**src/rtl/bicubic_lane_sync_if.sv**
```systemverilog
// Handshake bundle between the bicubic window source, the per-channel interpolation lanes
// and the joined-result sink.
interface bicubic_lane_sync_if #(
  parameter int unsigned NCH           = 3,
  parameter int unsigned CHANNEL_WIDTH = 8,
  parameter int unsigned NPIX          = 16,
  parameter int unsigned NOUT          = 4
);
  logic                              bf_req_valid;
  logic                              bcci_req_ready;
  logic [NPIX*NCH*CHANNEL_WIDTH-1:0] bf_req_data;
  logic [NCH-1:0]                    lane_req_valid;
  logic [NCH-1:0]                    lane_req_ready;
  logic [NCH*NPIX*CHANNEL_WIDTH-1:0] lane_req_data;
  logic [NCH-1:0]                    lane_rsp_valid;
  logic [NCH-1:0]                    lane_rsp_ready;
  logic [NCH*NOUT*CHANNEL_WIDTH-1:0] lane_rsp_data;
  logic                              bcci_rsp_valid;
  logic                              bf_rsp_ready;
  logic [NOUT*NCH*CHANNEL_WIDTH-1:0] bcci_rsp_data;

  modport slave (
    input  bf_req_valid, bf_req_data, lane_req_ready, lane_rsp_valid, lane_rsp_data,
           bf_rsp_ready,
    output bcci_req_ready, lane_req_valid, lane_req_data, lane_rsp_ready, bcci_rsp_valid,
           bcci_rsp_data
  );

  modport master (
    output bf_req_valid, bf_req_data, lane_req_ready, lane_rsp_valid, lane_rsp_data,
           bf_rsp_ready,
    input  bcci_req_ready, lane_req_valid, lane_req_data, lane_rsp_ready, bcci_rsp_valid,
           bcci_rsp_data
  );
endinterface

```
**src/rtl/bicubic_lane_sync.sv**
```systemverilog
// Forks each pixel window out to NCH single-channel lanes and rejoins the lane results
// through per-lane FIFOs, counting joined beats per frame.
module bicubic_lane_sync #(
  parameter int unsigned NCH           = 3,
  parameter int unsigned CHANNEL_WIDTH = 8,
  parameter int unsigned NPIX          = 16,
  parameter int unsigned NOUT          = 4,
  parameter int unsigned DEPTH         = 4,
  parameter int unsigned FRAME_BEATS   = 4876,
  localparam int unsigned CW           = (FRAME_BEATS > 1) ? $clog2(FRAME_BEATS) : 1
) (
  input  logic                clk,
  input  logic                rst_n,
  bicubic_lane_sync_if.slave  bus,
  output logic [CW-1:0]       beat_cnt,
  output logic                frame_done
);
  localparam int unsigned AW = $clog2(DEPTH);
  localparam int unsigned RW = NOUT * CHANNEL_WIDTH;

  typedef logic [AW:0] ptr_t;

  logic [NCH-1:0] sent_q, sent_d, lane_hs;
  logic           req_hs;

  ptr_t           wptr_q [NCH];
  ptr_t           wptr_d [NCH];
  ptr_t           rptr_q [NCH];
  ptr_t           rptr_d [NCH];
  logic [RW-1:0]  mem_q  [NCH][DEPTH];
  logic [NCH-1:0] full, empty, push;
  logic           pop;

  logic [CW-1:0]  beat_cnt_q, beat_cnt_d;
  logic           frame_done_q, frame_done_d;

  // Fork: channel-major lanes are a pure re-slicing of the pixel-major window.
  always_comb begin
    bus.lane_req_data = '0;
    for (int c = 0; c < NCH; c++) begin
      for (int p = 0; p < NPIX; p++) begin
        bus.lane_req_data[(c*NPIX+p)*CHANNEL_WIDTH +: CHANNEL_WIDTH] =
          bus.bf_req_data[(p*NCH+NCH-1-c)*CHANNEL_WIDTH +: CHANNEL_WIDTH];
      end
    end
  end

  assign bus.lane_req_valid = {NCH{bus.bf_req_valid}} & ~sent_q;
  assign lane_hs            = bus.lane_req_valid & bus.lane_req_ready;
  assign bus.bcci_req_ready = &(sent_q | bus.lane_req_ready);
  assign req_hs             = bus.bf_req_valid & bus.bcci_req_ready;
  assign sent_d             = req_hs ? '0 : (sent_q | lane_hs);

  // Join: extra pointer MSB tells full from empty when the index bits match.
  always_comb begin
    full  = '0;
    empty = '0;
    for (int c = 0; c < NCH; c++) begin
      full[c]  = (wptr_q[c][AW] != rptr_q[c][AW]) &&
                 (wptr_q[c][AW-1:0] == rptr_q[c][AW-1:0]);
      empty[c] = (wptr_q[c] == rptr_q[c]);
    end
  end

  assign bus.lane_rsp_ready = ~full;
  assign push               = bus.lane_rsp_valid & ~full;
  assign bus.bcci_rsp_valid = ~|empty;
  assign pop                = bus.bcci_rsp_valid & bus.bf_rsp_ready;

  always_comb begin
    bus.bcci_rsp_data = '0;
    for (int c = 0; c < NCH; c++) begin
      for (int j = 0; j < NOUT; j++) begin
        bus.bcci_rsp_data[(j*NCH+NCH-1-c)*CHANNEL_WIDTH +: CHANNEL_WIDTH] =
          mem_q[c][rptr_q[c][AW-1:0]][j*CHANNEL_WIDTH +: CHANNEL_WIDTH];
      end
    end
  end

  always_comb begin
    for (int c = 0; c < NCH; c++) begin
      wptr_d[c] = wptr_q[c] + ptr_t'(push[c]);
      rptr_d[c] = rptr_q[c] + ptr_t'(pop);
    end
  end

  always_comb begin
    beat_cnt_d   = beat_cnt_q;
    frame_done_d = 1'b0;
    if (pop) begin
      if (beat_cnt_q == CW'(FRAME_BEATS - 1)) begin
        beat_cnt_d   = '0;
        frame_done_d = 1'b1;
      end else begin
        beat_cnt_d = beat_cnt_q + CW'(1);
      end
    end
  end

  always_ff @(posedge clk or negedge rst_n) begin
    if (!rst_n) begin
      sent_q       <= '0;
      beat_cnt_q   <= '0;
      frame_done_q <= 1'b0;
      for (int c = 0; c < NCH; c++) begin
        wptr_q[c] <= '0;
        rptr_q[c] <= '0;
      end
    end else begin
      sent_q       <= sent_d;
      beat_cnt_q   <= beat_cnt_d;
      frame_done_q <= frame_done_d;
      for (int c = 0; c < NCH; c++) begin
        wptr_q[c] <= wptr_d[c];
        rptr_q[c] <= rptr_d[c];
      end
    end
  end

  // Storage needs no reset: the pointers alone define which entries are live.
  always_ff @(posedge clk) begin
    for (int c = 0; c < NCH; c++) begin
      if (push[c]) mem_q[c][wptr_q[c][AW-1:0]] <= bus.lane_rsp_data[c*RW +: RW];
    end
  end

  assign beat_cnt   = beat_cnt_q;
  assign frame_done = frame_done_q;

endmodule

```
**src/flat_wrapper.sv**
```systemverilog
// flat-port wrapper written by rule: the top's interface ports become plain ports
module bicubic_lane_sync_flat 
#(
  parameter int unsigned NCH           = 3,
  parameter int unsigned CHANNEL_WIDTH = 8,
  parameter int unsigned NPIX          = 16,
  parameter int unsigned NOUT          = 4,
  parameter int unsigned DEPTH         = 4,
  parameter int unsigned FRAME_BEATS   = 4876,
  localparam int unsigned CW           = (FRAME_BEATS > 1) ? $clog2(FRAME_BEATS) : 1
)
  (clk, rst_n, beat_cnt, frame_done, bus_bf_req_valid, bus_bf_req_data, bus_lane_req_ready, bus_lane_rsp_valid, bus_lane_rsp_data, bus_bf_rsp_ready, bus_bcci_req_ready, bus_lane_req_valid, bus_lane_req_data, bus_lane_rsp_ready, bus_bcci_rsp_valid, bus_bcci_rsp_data);
  bicubic_lane_sync_if #(.NCH(NCH), .CHANNEL_WIDTH(CHANNEL_WIDTH), .NPIX(NPIX), .NOUT(NOUT)) bus_i ();
  input  logic clk;
  input  logic rst_n;
  output logic [CW-1:0] beat_cnt;
  output logic frame_done;
  input wire logic [$bits(bus_i.bf_req_valid)-1:0] bus_bf_req_valid;
  input wire logic [$bits(bus_i.bf_req_data)-1:0] bus_bf_req_data;
  input wire logic [$bits(bus_i.lane_req_ready)-1:0] bus_lane_req_ready;
  input wire logic [$bits(bus_i.lane_rsp_valid)-1:0] bus_lane_rsp_valid;
  input wire logic [$bits(bus_i.lane_rsp_data)-1:0] bus_lane_rsp_data;
  input wire logic [$bits(bus_i.bf_rsp_ready)-1:0] bus_bf_rsp_ready;
  output wire logic [$bits(bus_i.bcci_req_ready)-1:0] bus_bcci_req_ready;
  output wire logic [$bits(bus_i.lane_req_valid)-1:0] bus_lane_req_valid;
  output wire logic [$bits(bus_i.lane_req_data)-1:0] bus_lane_req_data;
  output wire logic [$bits(bus_i.lane_rsp_ready)-1:0] bus_lane_rsp_ready;
  output wire logic [$bits(bus_i.bcci_rsp_valid)-1:0] bus_bcci_rsp_valid;
  output wire logic [$bits(bus_i.bcci_rsp_data)-1:0] bus_bcci_rsp_data;
  assign bus_i.bf_req_valid = bus_bf_req_valid;
  assign bus_i.bf_req_data = bus_bf_req_data;
  assign bus_i.lane_req_ready = bus_lane_req_ready;
  assign bus_i.lane_rsp_valid = bus_lane_rsp_valid;
  assign bus_i.lane_rsp_data = bus_lane_rsp_data;
  assign bus_i.bf_rsp_ready = bus_bf_rsp_ready;
  assign bus_bcci_req_ready = bus_i.bcci_req_ready;
  assign bus_lane_req_valid = bus_i.lane_req_valid;
  assign bus_lane_req_data = bus_i.lane_req_data;
  assign bus_lane_rsp_ready = bus_i.lane_rsp_ready;
  assign bus_bcci_rsp_valid = bus_i.bcci_rsp_valid;
  assign bus_bcci_rsp_data = bus_i.bcci_rsp_data;
  bicubic_lane_sync #(.NCH(NCH), .CHANNEL_WIDTH(CHANNEL_WIDTH), .NPIX(NPIX), .NOUT(NOUT), .DEPTH(DEPTH), .FRAME_BEATS(FRAME_BEATS)) u_core (.clk(clk), .rst_n(rst_n), .bus(bus_i), .beat_cnt(beat_cnt), .frame_done(frame_done));
endmodule
```
**config.mk**
```make
export PLATFORM = sky130hd
export DESIGN_NAME = bicubic_lane_sync_flat
export DESIGN_NICKNAME = d
export VERILOG_FILES = /design/src/rtl/bicubic_lane_sync_if.sv /design/src/rtl/bicubic_lane_sync.sv /design/src/flat_wrapper.sv
export SDC_FILE = /design/constraint.sdc
export NUM_CORES = 1
export LEC_CHECK = 0
export ABC_AREA = 1
export BUFFER_PORTS_ARGS = -buffer_cell sky130_fd_sc_hd__buf_2
export CAP_MARGIN = 40
export CORE_AREA = 2 2 385 387
export CTS_CLUSTER_DIAMETER = 150
export DETAILED_ROUTE_END_ITERATION = 7
export DIE_AREA = 0 0 387 389
export GPL_TIMING_DRIVEN = 0
export HOLD_SLACK_MARGIN = 0.02
export PLACE_DENSITY = 0.41
export SLEW_MARGIN = 40
export SYNTH_ARGS = -nofsm -noshare
export SYNTH_HDL_FRONTEND = slang
export SYNTH_SLANG_ARGS = --single-unit
```
**constraint.sdc**
```tcl
create_clock -name clk -period 4.62 [get_ports clk]
set_input_delay 0.462 -clock clk [delete_from_list [all_inputs] [get_ports clk]]
set_output_delay 0.462 -clock clk [all_outputs]
set_load 0.01 [all_outputs]
```
# Word-level counts from Yosys, hierarchy flattened
# Memories as Yosys holds them, arrays and structs flattened.
# Index checks and enable logic that the tools add are counted.
[classes]
mux = 25
addsub = 7
bitwise_logic = 15
n_eq_ne = 10
n_lt_le_gt_ge = 9
n_reduce_logical = 9
[op_table]
columns = ["op", "count"]
rows = [
  ["two-way mux 128 bit", 3],
  ["two-way mux 32 bit", 9],
  ["binary-select mux 32 bit (select 2 bit)", 3],
  ["demux 32 bit (select 2 bit)", 3],
  ["adder 3 x 1 -> 3 bit", 6],
  [">= comparator 3 bit (second input constant)", 6],
  ["inverter 2 -> 3 bit", 6],
  ["adder 13 x 1 -> 13 bit (second input constant)", 1],
  ["== test 13 bit (second input constant)", 1],
  ["two-way mux 13 bit", 1],
  ["AND 3 bit", 3],
  ["== test 3 bit", 3],
  ["less-than comparator 3 x 1 -> 1 bit (second input constant)", 3],
  ["== test 2 bit", 3],
  ["logical AND 1 bit", 6],
  ["inverter 3 bit", 2],
  ["bitwise OR 3 bit", 2],
  ["two-way mux 1 bit", 5],
  ["two-way mux 3 bit", 1],
  ["inequality test 1 bit", 3],
  ["AND reduction 3 bit", 1],
  ["OR reduction 3 bit", 1],
  ["AND 1 bit", 2],
  ["logical NOT 1 bit", 1],
]
[totals]
ramBits = 384
ff_bits = 35
mem_count = 1
[mem_list]
columns = ["memory", "depth", "word_bits", "rd", "rd_clocked_by_memory_dff", "write_ports", "line", "rtl"]
rows = [
  ["u_core.mem_q", 3, 128, 3, 0, 3, "bicubic_lane_sync.sv:30", "logic [RW-1:0] mem_q [NCH][DEPTH];"],
]

# Depth between registers and ports, before layout
# Gate-level depths: netlist of the first run.
[logic_depth]
ltp_word = 6
depth_mapped = 10
ltp_nobuf = 9

# Worst setup path after synthesis of the first run
# Ideal clock, no wire load.
[synth_timing]
kind = "register -> register"
startpoint = "reg u_core.rptr_q[0] (netlist name)"
endpoint = "mem u_core.mem_q[0][256] (netlist name) (enable)"
setup_time_ns = 0.461
slack_ns = 0.985
n_path_buf = 1
required_ns = 4.159
arrival_ns = 3.174
path_stages_with_launch = 7
path_cell_list = "dfrtp_1 > buf_4 > nand2_1 > nand2_1 > nand4_1 > nand2_1 > nor3_1"
[synth_lines]
columns = ["item", "line", "rtl"]
rows = [
  ["start, declared", "bicubic_lane_sync.sv:28", "ptr_t rptr_q [NCH];"],
  ["start signal, assigned by index", "bicubic_lane_sync.sv:115", "rptr_q[c] <= rptr_d[c];"],
  ["end, declared", "bicubic_lane_sync.sv:30", ""],
]

# Worst setup path after layout of the first run
[layout_timing]
startpoint = "reg u_core.rptr_q[0] (netlist name)"
endpoint = "out bus_bcci_rsp_data[3]"
[layout_via]
elab_chain_len = 4
[layout_lines]
columns = ["item", "line", "rtl"]
rows = [
  ["inverter 2 -> 3 bit (implied by the code)", "bicubic_lane_sync.sv:75", "mem_q[c][rptr_q[c][AW-1:0]][j*CHANNEL_WIDTH +: CHANNEL_WIDTH];"],
  ["binary-select mux 32 bit (select 2 bit)", "bicubic_lane_sync.sv:75", ""],
  ["two-way mux 32 bit (implied by the code) (2 in series)", "bicubic_lane_sync.sv:75", ""],
  ["end, declared", "flat_wrapper.sv:29", "output wire logic [$bits(bus_i.bcci_rsp_data)-1:0] bus_bcci_rsp_data;"],
]
# Every way passes these cells. The select of a mux whose other input is x is not followed.

==> out/results.env, run 1 <==
OUTCOME='completed'
PLACE.DETAILED.INSTANCES=4185
CRITPATHMAXFANOUT=10
DIEWIDTH_UM=387
DPL-INSTANCE-AREA_UM2=25000
CTS.ROOT.BUFFER_CELL='sky130_fd_sc_hd__clkbuf_16'
FLOORPLAN.INITIALDENSITY_PCT=13.0
CRIT_ARRIVAL_NS=2.83
CTS_POST_SETUP_BUFFERS_INSERTED=0
POST_ROUTE_CELLS_DRIVE_ABOVE_1_SHARE_PCT=50.0
IOS=992
GR-TOTAL-OVERFLOW=0
CRITICAL_PATH.STARTPOINT_TYPE='flip-flop'
FINAL-INSTANCE-COUNT-EXCL-FILL=4292
CORE_UM2=147000
FINAL-SETUP-VIOL-COUNT=0
CRITPATHREQUIREDTIME_NS=4.16
R2R_CELLS=11
FIN_CRIT_NS=3.30
SYN_AREA_PER_CELL_UM2=12.1
CLK_LATENCY_NS=0.60
DRT_FIRST_ITER_VIOLATIONS=1039
TIMING.SLEW.HEADROOM_PCT=52.1
POSTSYNTHNETCOUNT=2078
REPORT.FINAL.HOLD_VIOL_COUNT=0
SYNTHSIMPLEGATEAREAFRAC_PCT=7.43
WORST-SETUP-PATH-TYPE='reg2out'
TRITONCTS='yes'
MAX_VDD_DROP_mV=0.368
ANTENNA_FOUND_INITIAL=135
TIMING_WORST_SLEW_PIN_VALUE_NS=0.717
FMAX_MHz=303
PLACE_HPWL_MM=122
CLK_SKEW_NS=0.0236
RSZ0062_AT_GRT='no'
SYNTH_WARNINGS=0
FIRST_GLOBAL_VIAS=14400
NUMCTSBUFFERS=47
DIEAREA_UM2=151000
TOTALWIRELENGTH_MM=138
SLEW_VIOLATIONS=0
CLOCK_TREE.HTREE_LEVEL_COUNT=2
VIAS_PER_CELL=3.48
TIMING.MAX_CAP.VIOLATIONS=0
FLOORPLAN.DIE.HEIGHT_UM=389
SETUP_TOTAL_NEGATIVE_SLACK_NS=0
FIN_CRIT_SH_PCT=71.3
DETAILEDROUTE.FIRSTPASSITERATIONCOUNT=5
CLOCKBUFFERDEPTH=3
GRT_UTIL_ALL_LAYERS_PCT=17.6
P_LEAK_nW=10.9
GRT_START_MAX_NET_PINS=36
TRITONCTS_NUM_SINKS=419
CTS.CLK_SLEW.WORST_PATHS_NS=0.06
PORT-BUFFER-COUNT=607
YOSYSUNIQUECELLTYPES=26
GRT_FIRST_PASS_WIRELENGTH_MM=168
FINAL.SETUP.WORST_SLACK_NS=1.32
NNETSFINAL=2808
ANTENNA_VIOLATING_NETS_POST_ROUTE=0
YOSYSSEQAREASHARE_PCT=65.3
GLOBALPLACE.CONGESTION=0.958
VIA_COUNT=14900
PRE_CTS_WS_NS=1.56
XOR_XNOR_SHARE_OF_THE_SYNTHESIZED_AREA_PCT=0.816
SYNTH_SEQ_CELLS=419
NUM-FILL-CELLS=16200
WORSTHOLDPATHTYPE='in2reg'
FP-ROW-COUNT=141
YOSYS-MUX-AREA-FRACTION_PCT=0
POWER.DENSITY_CELL_AREA_nW_PER_UM2=580
CTS.HOLD.BUFFERS_ADDED=1
ADDER_CELL_SHARE_OF_THE_SYNTHESIZED_AREA_PCT=0.856
CRITPATHCAPTURETYPE='output port'
SYNTHESIS.INSTANCES=1575
CTS_RESIZED=0
SYNTH_COMPOUND_GATE_AREA_SHARE_PCT=8.21
SYNTHESIS.AREA_UM2=19000
DETAIL_ROUTE.DRC_VIOLATIONS=0
WIRE_PER_INST_UM=32.1
SYNTH_TOP_FAMILY_BY_AREA='buffers and inverters'
WORSTHOLDPATHCELLS=1
FINAL_AREA_UM2=26600
SYNTHTOLAYOUTAREAGROWTH_PCT=39.8
POST_ROUTE_TOTAL_POWER_W=0.0154
## where the power goes
group	switching, W	internal (W)	leakage [nW]
sequential	0.000304	0.00508	3.96
clock	0.00162	0.00200	0.709
combinational	0.00441	0.00199	6.19
## per-stage QoR
step           hold slack, ns  utilization [%]
4_1_cts                0.0221             18.1
2_1_floorplan           0.166                -
6_report               0.0692             18.1
3_5_place_dp            0.481             17.1
3_3_place_gp            0.478             16.7
5_1_grt                0.0492             18.1
## per-layer routing
layer	part of all wire [%]	global-route usage [%]	wire, um
met5	0.37	0	506
met1	41	21.9	57000
met2	42	26.2	58500
met3	13	9.90	18600
met4	2.5	3.97	3420
## layout make-up
class                      instances  area [um2]  area share, %
sequential                       419       12400           46.7
timing repair buffer             681        3550           13.4
multi-input combinational        668        3350           12.6
buffer                           445        3150           11.9
tap                             1930        2410           9.09
clock buffer                      56        1240           4.67
clock inverter                    29         231          0.871
inverter                          43         161          0.608
antenna                           21        52.6          0.198
## state kept, by name (all words and copies together), names as in the netlist
name,cells
u_core.rptr_q,9
u_core.sent_q,3
u_core.wptr_q,9
u_core.mem_q,384
u_core.frame_done,1
u_core.beat_cnt,13
## critical path, stage by stage (launching register included)
cell and delay [ns]:
sky130_fd_sc_hd__dfrtp_1 0.41, sky130_fd_sc_hd__buf_4 0.20, sky130_fd_sc_hd__inv_2 0.06, sky130_fd_sc_hd__buf_2 0.21
sky130_fd_sc_hd__clkbuf_1 0.50, sky130_fd_sc_hd__o21ai_0 0.15, sky130_fd_sc_hd__o22ai_1 0.46, sky130_fd_sc_hd__buf_2 0.24
## final timing paths
kind | from | end | slack (ns)
worst max-delay path | u_core.rptr_q[0]$_DFF_PN0_ | bus_bcci_rsp_data[3] | 1.32
worst min-delay path | bus_lane_rsp_data[95] | u_core.mem_q[0][287]$_DFFE_PP_ | 0.07
worst max register to register | u_core.rptr_q[0]$_DFF_PN0_ | u_core.mem_q[0][304]$_DFFE_PP_ | 1.68
worst min register to register | u_core.wptr_q[8]$_DFF_PN0_ | u_core.wptr_q[8]$_DFF_PN0_ | 0.49
max in group asynchronous | rst_n | u_core.beat_cnt[0]$_DFFE_PN0N_ | 3.82
min in group asynchronous | rst_n | u_core.rptr_q[4]$_DFF_PN0_ | 0.40
## cells by family after synthesis
kind of cell	count (synthesis)
buffers and inverters	488
DFF	419
and+or+nand+nor	351
AOI/OAI and AO/OA	288
xor gates and xnor gates	16
adders and majority gates	13
## synth_stat cells
library cell               instances  area [um2]
sky130_fd_sc_hd__nand3_2           3        30.0
sky130_fd_sc_hd__nor2b_1           1        6.26
sky130_fd_sc_hd__o21ai_0         188         941
sky130_fd_sc_hd__nor3_1           14        70.1
sky130_fd_sc_hd__nor2_4            1        11.3
sky130_fd_sc_hd__ha_1             13         163
sky130_fd_sc_hd__o21ai_1           4        20.0
sky130_fd_sc_hd__xnor2_1           4        35.0
sky130_fd_sc_hd__nand4_1           4        25.0
sky130_fd_sc_hd__o22ai_1          96         601
sky130_fd_sc_hd__nand2_2           1        6.26
sky130_fd_sc_hd__inv_2             5        18.8
sky130_fd_sc_hd__xnor2_2           2        32.5
sky130_fd_sc_hd__inv_1            38         143
sky130_fd_sc_hd__nand4_2           1        12.5
sky130_fd_sc_hd__buf_1             1        3.75
sky130_fd_sc_hd__nand2_1          78         293
sky130_fd_sc_hd__xor2_1           10        87.6
sky130_fd_sc_hd__nor2_1          226         848
sky130_fd_sc_hd__buf_4           386        2900
sky130_fd_sc_hd__edfxtp_1        384       11500
sky130_fd_sc_hd__buf_6             3        33.8
sky130_fd_sc_hd__clkbuf_1         49         184
sky130_fd_sc_hd__buf_2             6        30.0
sky130_fd_sc_hd__dfrtp_1          35         876
sky130_fd_sc_hd__nand3_1          22         110
## cell usage in the layout, fill, tap and decap left out, types with 5 or more instances in the layout
| master | synthesis | final |
|---|---|---|
| sky130_fd_sc_hd__buf_2 | 6 | 634 |
| sky130_fd_sc_hd__buf_4 | 386 | 435 |
| sky130_fd_sc_hd__edfxtp_1 | 384 | 384 |
| sky130_fd_sc_hd__nor2_1 | 226 | 225 |
| sky130_fd_sc_hd__o21ai_0 | 188 | 188 |
| sky130_fd_sc_hd__o22ai_1 | 96 | 96 |
| sky130_fd_sc_hd__nand2_1 | 78 | 78 |
| sky130_fd_sc_hd__clkbuf_1 | 49 | 56 |
| sky130_fd_sc_hd__clkbuf_16 | 0 | 48 |
| sky130_fd_sc_hd__inv_1 | 38 | 38 |
| sky130_fd_sc_hd__dfrtp_1 | 35 | 35 |
| sky130_fd_sc_hd__nand3_1 | 22 | 22 |
| sky130_fd_sc_hd__diode_2 | 0 | 21 |
| sky130_fd_sc_hd__ha_1 | 13 | 13 |
| sky130_fd_sc_hd__nor3_2 | 0 | 12 |
| sky130_fd_sc_hd__xor2_1 | 10 | 10 |
| sky130_fd_sc_hd__clkinv_1 | 0 | 9 |
| sky130_fd_sc_hd__buf_6 | 3 | 6 |
| sky130_fd_sc_hd__inv_6 | 0 | 6 |
| sky130_fd_sc_hd__clkinv_2 | 0 | 6 |
| sky130_fd_sc_hd__inv_2 | 5 | 5 |
Power figures use the tool's default switching activity.
==> inputs of run 2 (changes only) <==
--- a/config.mk
+++ b/config.mk
@@ -14,7 +14,7 @@
 export DIE_AREA = 0 0 387 389
 export GPL_TIMING_DRIVEN = 0
 export HOLD_SLACK_MARGIN = 0.02
-export PLACE_DENSITY = 0.41
+export PLACE_DENSITY = 0.42
 export SLEW_MARGIN = 40
 export SYNTH_ARGS = -nofsm -noshare
 export SYNTH_HDL_FRONTEND = slang
==> constraint.sdc (replaced) <==
create_clock -name clk -period 2.8 [get_ports clk]
set_input_delay 0.28 -clock clk [delete_from_list [all_inputs] [get_ports clk]]
set_output_delay 0.28 -clock clk [all_outputs]
set_load 0.01 [all_outputs]
==> run 2 against run 1 <==
Net effect:
- global-route usage up 0.52 points
- utilization rose by 0.82 points
- worst hold slack better by 0.068 ns
- sequential share of layout area shrank 2.0 points
- sequential cell count stayed put
- critical path type unchanged
- total power grew 69%
- register-to-register slack got worse by 1.5 ns
==> out/results.env, run 2 (synthesized netlist as in run 1, its figures left out) <==
DETAIL_ROUTE.DRC_VIOLATIONS=0  # unchanged
FINAL-SETUP-VIOL-COUNT=0  # unchanged
CTS.ROOT.BUFFER_CELL='sky130_fd_sc_hd__clkbuf_16'  # unchanged
CLOCKBUFFERDEPTH=3  # unchanged
WORSTHOLDPATHTYPE='in2reg'  # unchanged
OUTCOME='completed'  # unchanged
CRIT_ARRIVAL_NS=2.45  # was 2.83 ns
WORSTHOLDPATHCELLS=4  # was 1
TRITONCTS='yes'  # unchanged
TIMING.CRITICAL_PATH.CELLS='buf_4 -> clkbuf_1 -> nor2_1 -> o22ai_2 -> buf_2'  # was buf_4 -> inv_2 -> buf_2 -> clkbuf_1 -> o21ai_0 -> o22ai_1 -> buf_2
FP-ROW-COUNT=141  # unchanged
POST_ROUTE_TOTAL_POWER_W=0.0260  # was 0.0154 W
WIRE_PER_INST_UM=32.2  # was 32.1 um
PRE_CTS_WS_NS=-0.179  # was 1.56 ns
RSZ0062_AT_GRT='yes'  # was no
TRITONCTS_NUM_SINKS=419  # unchanged
FMAX_MHz=366
DPL-INSTANCE-AREA_UM2=25000  # about the same
FINAL_COMMON_CELL='sky130_fd_sc_hd__buf_2'  # unchanged
FIRST_GLOBAL_VIAS=15100  # was 14400
CRIT_PATH_SLOWEST_CELL='sky130_fd_sc_hd__clkbuf_1'  # unchanged
INTERNAL_POWER_W=0.0154  # was 0.00907 W
NUMCTSBUFFERS=44  # was 47
TOTALWIRELENGTH_MM=142  # was 138 mm
TIMING.SLEW.HEADROOM_PCT=52.8  # was 52.1%
FINAL.SETUP.WORST_SLACK_NS=0.0666  # was 1.32 ns
P_LEAK_nW=11.4  # was 10.9 nW
SLEW_VIOLATIONS=0  # unchanged
MAX_VDD_DROP_mV=0.468  # was 0.368 mV
COMMONEST_NON_FILL_NON_TAP_CELLS_IN_THE_LAYOUT='sky130_fd_sc_hd__buf_2 (627), sky130_fd_sc_hd__buf_4 (454), sky130_fd_sc_hd__edfxtp_1 (384)'  # was sky130_fd_sc_hd__buf_2 (634), sky130_fd_sc_hd__buf_4 (435), sky130_fd_sc_hd__edfxtp_1 (384)
CRITPATHCAPTURETYPE='output port'  # unchanged
POWER.SWITCHING_W=0.0106  # was 0.00633 W
ANTENNA_VIOLATING_NETS_POST_ROUTE=0  # unchanged
CRITPATHREQUIREDTIME_NS=2.52  # was 4.16 ns
FLOORPLAN.INITIALDENSITY_PCT=13.0  # unchanged
CLOCK_TREE.HTREE_LEVEL_COUNT=2  # unchanged
ANTENNA_FOUND_INITIAL=128  # was 135
FINAL_AREA_UM2=27800  # was 26600 um2
VIA_COUNT=15300  # was 14900
SYNTHTOLAYOUTAREAGROWTH_PCT=46.1  # was 39.8%
CLK_LATENCY_NS=0.62  # was 0.60 ns
REPORT.FINAL.HOLD_VIOL_COUNT=0  # unchanged
CLK_SKEW_NS=0.0424  # was 0.0236 ns
NETSWITCHINGFRACTION_PCT=40.9  # was 41.1%
GLOBALPLACE.CONGESTION=0.907  # was 0.958
CTS.CLK_SLEW.WORST_PATHS_NS=0.06  # about the same
PORT-BUFFER-COUNT=607  # unchanged
FLOORPLAN.DIE.HEIGHT_UM=389  # unchanged
CP_SLOWEST_STAGE_DELAY_NS=0.54  # was 0.50 ns
DIEAREA_UM2=151000  # unchanged
TIMING.MAX_CAP.VIOLATIONS=0  # unchanged
GR-TOTAL-OVERFLOW=0  # unchanged
GRT_START_MAX_NET_PINS=36  # unchanged
LARGEST_REG_FLOPS=384  # unchanged
PLACE_HPWL_MM=126  # was 122 mm
WORST-SETUP-PATH-TYPE='reg2out'  # unchanged
CLOCK_POWER_SHARE_PCT=23.2  # was 23.5%
SEQUENTIALPOWERSHARE_PCT=34.2  # was 35.0%
GRT_UTIL_ALL_LAYERS_PCT=18.1  # was 17.6%
POWER.DENSITY_CELL_AREA_nW_PER_UM2=937  # was 580 nW/um2
IOS=992  # unchanged
CORE_UM2=147000  # unchanged
POST_ROUTE_CELLS_DRIVE_ABOVE_1_SHARE_PCT=49.1  # was 50.0%
TIMING_WORST_SLEW_PIN_VALUE_NS=0.708  # was 0.717 ns
DIEWIDTH_UM=387  # unchanged
DETAILEDROUTE.FIRSTPASSITERATIONCOUNT=5  # unchanged
FIN_CRIT_SH_PCT=97.6
POWER.SHARE.COMBINATIONAL_PCT=42.6  # was 41.5%
CRITPATHMAXFANOUT=10  # unchanged
VIAS_PER_CELL=3.49  # was 3.48
SETUP_TOTAL_NEGATIVE_SLACK_NS=0  # unchanged
NNETSFINAL=2920  # was 2808
DRT_FIRST_ITER_VIOLATIONS=817  # was 1039
NUM-FILL-CELLS=16200  # about the same
R2R_CELLS=10  # was 11
CRITICAL_PATH.STARTPOINT_TYPE='flip-flop'  # unchanged
FIN_CRIT_NS=2.73
GRT_FIRST_PASS_WIRELENGTH_MM=174  # was 168 mm
## run 2: cell types whose count changed in the layout (fill, tap and decap cells not counted), sizes merged
| cell | change |
|---|---|
| dlygate4sd3 | +103 |
| bufinv | +4 |
| buf | +11 |
| diode | -6 |
| clkinv | -5 |
| clkinvlp | -1 |
| inv | -4 |
## run 2: through the flow
stage               instances  util (%)  hold slack [ns]
floorplan                1575         -          -0.0156
global placement         4112      16.7            0.477
detailed placement       4187      17.1            0.321
CTS                      4370      18.8            0.136
global route             4382      18.9            0.135
finish                   4394      18.9            0.137
## run 2: repair_timing
item	CTS	global route
hold buffers	104	0
pin swaps	1	3
gates resized for setup	27	25
hold endpoints to repair	423	0
setup buffers	1	9
endpoints found under the setup margin	64	74
## run 2: worst max-delay path, delay by kind of cell, from the launching register on
family	cells	cell delay (ns)
AND/OR/NAND/NOR	1	0.13
AO/OA/AOI/OAI	1	0.26
buffers and inverters	3	0.97
flip-flops	1	0.48
## run 2: final cells by class
cell class / count / area [um2] / area share [%]
Buffer: 445 / 3190 / 11.5
Antenna cell: 15 / 37.5 / 0.135
Clock buffer: 55 / 1150 / 4.15
Clock inverter: 23 / 308 / 1.11
Tap cell: 1930 / 2410 / 8.70
Sequential cell: 419 / 12400 / 44.7
Multi-Input combinational cell: 668 / 3410 / 12.3
Inverter: 43 / 161 / 0.581
Timing Repair Buffer: 796 / 4680 / 16.9
## run 2: final timing paths
| kind | end | startpoint | slack [ns] |
|---|---|---|---|
| max | bus_bcci_rsp_data[50] | u_core.rptr_q[0]$_DFF_PN0_ | 0.07 |
| min | u_core.wptr_q[3]$_DFF_PN0_ | bus_lane_rsp_valid[1] | 0.14 |
| max reg2reg | u_core.mem_q[0][80]$_DFFE_PP_ | u_core.rptr_q[6]$_DFF_PN0_ | 0.14 |
| min reg2reg | u_core.wptr_q[8]$_DFF_PN0_ | u_core.wptr_q[8]$_DFF_PN0_ | 0.49 |
| max in group asynchronous | u_core.rptr_q[7]$_DFF_PN0_ | rst_n | 2.14 |
| min in group asynchronous | u_core.wptr_q[2]$_DFF_PN0_ | rst_n | 0.20 |
## run 2: power by group through the flow
| stage | Sequential [W] | Clock (W) | Combinational, W |
|---|---|---|---|
| 5_1_grt | 0.00902 | 0.00639 | 0.0120 |
| 3_5_place_dp | 0.00903 | 0 | 0.0109 |
| 2_1_floorplan | 0.00898 | 0 | 0.00510 |
| 6_report | 0.00890 | 0.00603 | 0.0111 |
| 4_1_cts | 0.00891 | 0.00620 | 0.0112 |
| 3_3_place_gp | 0.00923 | 0 | 0.0104 |
## run 2: layer usage
metal	part of all wire [%]	track usage, %
met2	43	27.3
met1	41	22.1
met5	0.41	0
met3	12	9.72
met4	3.2	5.27
